### config.mk
export PLATFORM = sky130hd
export DESIGN_NAME = dac_pair_spi_driver
export DESIGN_NICKNAME = d
export VERILOG_FILES = /design/src/rtl/dac_pair_spi_driver.sv
export SDC_FILE = /design/constraint.sdc
export NUM_CORES = 1
export LEC_CHECK = 0
export CAP_MARGIN = 0
export CORE_UTILIZATION = 48
export CTS_CLUSTER_DIAMETER = 100
export DETAILED_ROUTE_END_ITERATION = 10
export PLACE_DENSITY = 0.76
export SYNTH_ARGS = -nofsm -noshare
export SYNTH_HDL_FRONTEND = slang
export SYNTH_SLANG_ARGS = --single-unit
### constraint.sdc
create_clock -name clk -period 2.5 [get_ports clk]
set_input_delay 0.5 -clock clk [delete_from_list [all_inputs] [get_ports clk]]
set_output_delay 0.5 -clock clk [all_outputs]
set_load 0.01 [all_outputs]
### src/rtl/dac_pair_spi_driver.sv
// Serialises 14-bit A/B sample pairs into two SPI frames and then fires one
// shared ldac_n strobe so both DAC channels update together.
module dac_pair_spi_driver #(
  parameter int unsigned CLK_DIV     = 2,
  parameter int unsigned GAP_CYCLES  = 2,
  parameter int unsigned LDAC_CYCLES = 2
) (
  input  logic        clk,
  input  logic        rst_n,
  input  logic        en,
  input  logic        sample_valid,
  input  logic [13:0] din_a,
  input  logic [13:0] din_b,
  output logic        sample_ready,
  output logic        sclk,
  output logic        sync_n,
  output logic        sdata,
  output logic        ldac_n,
  output logic        busy,
  output logic        pair_done
);

  localparam int unsigned CNT_W   = 8;
  localparam int unsigned BIT_W   = 4;
  localparam int unsigned DATA_W  = 14;
  localparam int unsigned SHIFT_W = 16;

  localparam logic [CNT_W-1:0] DIV_LAST  = CNT_W'(CLK_DIV - 1);
  localparam logic [CNT_W-1:0] GAP_LAST  = CNT_W'(GAP_CYCLES - 1);
  localparam logic [CNT_W-1:0] LDAC_LAST = CNT_W'(LDAC_CYCLES - 1);
  localparam logic [BIT_W-1:0] BIT_LAST  = BIT_W'(SHIFT_W - 1);

  typedef enum logic [2:0] {
    IDLE,
    FRAME_A,
    GAP,
    FRAME_B,
    LDAC
  } state_t;

  state_t              state;
  logic [DATA_W-1:0]   hold_a;
  logic [DATA_W-1:0]   hold_b;
  logic                hold_full;
  logic [DATA_W-1:0]   latch_b;
  logic [SHIFT_W-1:0]  shift;
  logic [CNT_W-1:0]    div_cnt;
  logic [CNT_W-1:0]    cnt;
  logic [BIT_W-1:0]    bit_cnt;
  logic                capture;
  logic                load;

  assign sample_ready = en & ~hold_full;
  assign capture      = sample_valid & sample_ready;
  assign load         = (state == IDLE) & hold_full;

  // Single-entry holding register; a capture takes priority over the load clear.
  always_ff @(posedge clk or negedge rst_n) begin
    if (!rst_n) begin
      hold_full <= 1'b0;
      hold_a    <= '0;
      hold_b    <= '0;
    end else if (capture) begin
      hold_full <= 1'b1;
      hold_a    <= din_a;
      hold_b    <= din_b;
    end else if (load) begin
      hold_full <= 1'b0;
    end
  end

  // Frame sequencer: every output is updated on the edge that enters its state.
  always_ff @(posedge clk or negedge rst_n) begin
    if (!rst_n) begin
      state     <= IDLE;
      latch_b   <= '0;
      shift     <= '0;
      div_cnt   <= '0;
      cnt       <= '0;
      bit_cnt   <= '0;
      sclk      <= 1'b0;
      sdata     <= 1'b0;
      sync_n    <= 1'b1;
      ldac_n    <= 1'b1;
      busy      <= 1'b0;
      pair_done <= 1'b0;
    end else begin
      pair_done <= 1'b0;
      case (state)
        IDLE: begin
          if (hold_full) begin
            shift   <= {2'b00, hold_a};
            latch_b <= hold_b;
            sdata   <= 1'b0;
            sclk    <= 1'b0;
            sync_n  <= 1'b0;
            div_cnt <= '0;
            bit_cnt <= '0;
            busy    <= 1'b1;
            state   <= FRAME_A;
          end
        end
        FRAME_A, FRAME_B: begin
          if (div_cnt != DIV_LAST) begin
            div_cnt <= div_cnt + 1'b1;
          end else begin
            div_cnt <= '0;
            if (!sclk) begin
              sclk <= 1'b1;
            end else if (bit_cnt != BIT_LAST) begin
              // Next bit: rotate so the upcoming MSB lands in shift[15].
              sclk    <= 1'b0;
              bit_cnt <= bit_cnt + 1'b1;
              shift   <= {shift[SHIFT_W-2:0], shift[SHIFT_W-1]};
              sdata   <= shift[SHIFT_W-2];
            end else begin
              sclk   <= 1'b0;
              sdata  <= 1'b0;
              sync_n <= 1'b1;
              cnt    <= '0;
              if (state == FRAME_A) begin
                state <= GAP;
              end else begin
                ldac_n    <= 1'b0;
                pair_done <= (LDAC_LAST == '0);
                state     <= LDAC;
              end
            end
          end
        end
        GAP: begin
          if (cnt != GAP_LAST) begin
            cnt <= cnt + 1'b1;
          end else begin
            shift   <= {2'b01, latch_b};
            sdata   <= 1'b0;
            sync_n  <= 1'b0;
            div_cnt <= '0;
            bit_cnt <= '0;
            state   <= FRAME_B;
          end
        end
        LDAC: begin
          if (cnt != LDAC_LAST) begin
            cnt       <= cnt + 1'b1;
            pair_done <= ((cnt + 1'b1) == LDAC_LAST);
          end else begin
            ldac_n <= 1'b1;
            busy   <= 1'b0;
            state  <= IDLE;
          end
        end
        default: begin
          state <= IDLE;
        end
      endcase
    end
  end

endmodule

==> out/results.tsv <==
metric	value	unit
Max Freq	434.1	MHz
IO buf count	38	
WL met3	298	um
detailed router's first-iteration violation count	172	
Placed Area	0.004782	mm^2
top layer in use	met4	
CTS clk-pin slew, worst paths	100	ps
Nets	443	
Final Hold Fails	0	
routability cong.	0.8661	
VDD IR max	0.4454	mV
Clk pwr share	30.7	%
Pint	0.002255	W
hold_buf cts	0	
Sw Share	25.06	%
Synth Net Count	401	
status	complete, no violations	
Switch Pwr	0.0007539	W
ys async rst share	100.0	%
Via-to-Cell Ratio	5.687	
largest net degree at the start of global routing	46	
post-layout util	59.20	%
clk root buf	clkbuf_8	
layout cells sized above 1	25.12	%
Cells after Synth	363	
CTS tree	built	
Die Area	0.009205	mm^2
metal1 wirelength	3.841	mm
final count of pins violating max slew	0	
P per Cell Area	606.3	mW/mm^2
sequential area share after synthesis	52.04	%
relative slew slack	27.20	%
P_leak	2.200	nW
Max H-tree Level	3	
setup_tns	0	ps
# setup viols final	0	
met2 wire length	3.748	mm
Tightest Hold Check Type	in2async	
antenna-violating nets left	0	
RSZ-0062 raised after global routing	no	
Flop pwr share	58.6	%
Synth Register Bits	88	
Ant. Diodes	0	
Cell variety after synth	55	
Clock Skew	12.13	ps
Netlist Area Pre-Place	0.004237	mm^2
TritonCTS Buffers	9	
Total GRT Usage	19.50	%
CORE AREA	0.008382	mm^2
minimum clock period	2303	ps
DRT Wirelength	8.019	mm
chip width	95.95	um
1st-pass router iterations	5	
CP required	2750	ps
CTS Buffer Depth	2	
Syn Area/Cell	11.67	um^2
Vias	2929	
Slew @ Worst Pin	1090	ps
Yosys warnings	0	
Placement Rows	33	
Critical Path Fanout Max	18	
crit share post-route	92.14	%
first-pass GRT wire length	13.79	mm
initial antenna violation count	0	
grt ovf	0	
fillers	689	
CP Launch Type	flip-flop	
WL/cell	15.57	um
Layout area overhead	17.13	%
DRC viols	0	
CP endpoint kind	flip-flop	
CTS Sinks	88	
vias in the first global route	2931	
number of flops mapped to enable cells by yosys	0	
Starting Density	50.54	%
HPWL after DPL	5.423	mm
Die Span Y	95.95	um
Skew-Pair Late Insertion Delay	360	ps
Combinational Power Share	10.7	%
postcts setup bufs	0	
final instance area	0.004962	mm^2
PostCTS Resize Cnt	0	
top_reg_cell synth	dfrtp_1	
CP Class	reg2reg	
I/O pins	39	
Worst EP arrival	2550	ps
total of max-cap violations	0	
[power by group through the flow]
stage	clock network [W]	registers, W	logic (W)
final	0.000924	0.00176	0.000322
after global routing	0.00101	0.00179	0.000358
after CTS	0.000939	0.00176	0.000329
after detailed placement	0	0.00179	0.000329
after global placement	0	0.00177	0.000312
after floorplan	0	0.00174	0.000220
[cells in the final DEF (no fill, tap or decap), types with 3 or more instances in the layout]
cell,n
a211o_1,3
a211o_2,3
a211oi_1,3
a21oi_1,8
a22o_1,3
a22oi_1,14
a31oi_1,4
and3_1,5
buf_4,13
clkbuf_8,10
clkdlybuf4s50_1,37
dfrtp_1,86
ha_1,6
inv_1,11
mux2_2,51
mux2_4,7
mux2i_1,4
nand2_1,42
nand3_1,12
nand4_1,7
nor2_1,11
nor2b_1,5
nor3_1,4
nor3b_1,3
o21ai_0,11
o31ai_1,4
or3_1,3
[logic make-up (layout without fill, tap and decap cells)]
group	count (synthesis)	count (layout)	share of synthesized area [%]
compound gates	67	67	11.81
simple gates	104	104	13.38
flops	88	88	52.04
mux	62	62	16.98
buf+inv	32	79	3.189
xor+xnor	4	4	0.8271
fa+ha+maj	6	6	1.772
[synth_stat cells (4+ instances only)]
cell type / number / area share (%)
a21oi_1: 8 / 0.95
a22oi_1: 14 / 2.5
a31oi_1: 4 / 0.59
and3_1: 5 / 0.74
clkbuf_1: 16 / 1.4
dfrtp_1: 86 / 51
ha_1: 6 / 1.8
inv_1: 11 / 0.97
mux2_2: 51 / 14
mux2_4: 7 / 2.5
mux2i_1: 4 / 0.95
nand2_1: 42 / 3.7
nand3_1: 12 / 1.4
nand4_1: 7 / 1.0
nor2_1: 11 / 0.97
nor2b_1: 5 / 0.74
nor3_1: 4 / 0.47
o21ai_0: 11 / 1.3
o31ai_1: 4 / 0.71
[final timing paths]
| check | from | endpoint | slack (ps) | cells after the start |
|---|---|---|---|---|
| setup / recovery | cnt[1]$_DFFE_PN0P_ | shift[4]$_DFFE_PN0P_ | 200 | 7 |
| hold / removal | rst_n | div_cnt[4]$_DFFE_PN0P_ | 140 | 1 |
| setup reg to reg | cnt[1]$_DFFE_PN0P_ | shift[4]$_DFFE_PN0P_ | 200 | 7 |
| hold reg to reg | busy$_DFFE_PN0P_ | busy$_DFFE_PN0P_ | 500 | 1 |
| max in group asynchronous | rst_n | shift[14]$_DFFE_PN0P_ | 1730 | 2 |
| min in group clk | busy$_DFFE_PN0P_ | busy$_DFFE_PN0P_ | 500 | 1 |
[registers in the layout, summed over array words and instances (netlist names), 3 cells and up]
name and flops:
latch_b 14, bit_cnt 4, shift 16, cnt 8, hold_a 14, state 3
hold_b 14, div_cnt 8
[metrics by stage]
stage | setup WS [ps] | power [W] | hold WS (ps) | std cells
floorplan | 280.4 | 0.001959 | 204.4 | 363
global placement | 294.6 | 0.002085 | 471.7 | 499
detailed placement | 210.8 | 0.002118 | 482.4 | 499
CTS | 198.6 | 0.003030 | 142.1 | 515
global route | 77.75 | 0.003150 | 178.4 | 515
finish | 196.6 | 0.003009 | 135.6 | 515
[per-layer routing]
layer	track usage (%)	vias to the layer above
met2	31.73	80
met5	0	-
met4	5.721	0
met1	25.96	1445
met3	4.660	12
li1	-	1392
[layout make-up]
cell class,count,area (um^2),share of cell area (%)
repair buffers,52,508.0,10.24
well taps,105,131.4,2.648
clock buffers,10,137.6,2.774
multi-input cells,243,1897,38.22
inverters,11,41.29,0.8321
flip-flops and latches,88,2205,44.43
clock inverters,6,42.54,0.8573
[critical path, stage by stage (launching register included)]
cell,delay [ps]
dfrtp_1,470
inv_1,120
ha_1,150
nor4b_4,340
a311oi_4,240
a211oi_4,310
buf_12,210
mux2_2,350
No activity file was read; power rests on OpenSTA's default activity.
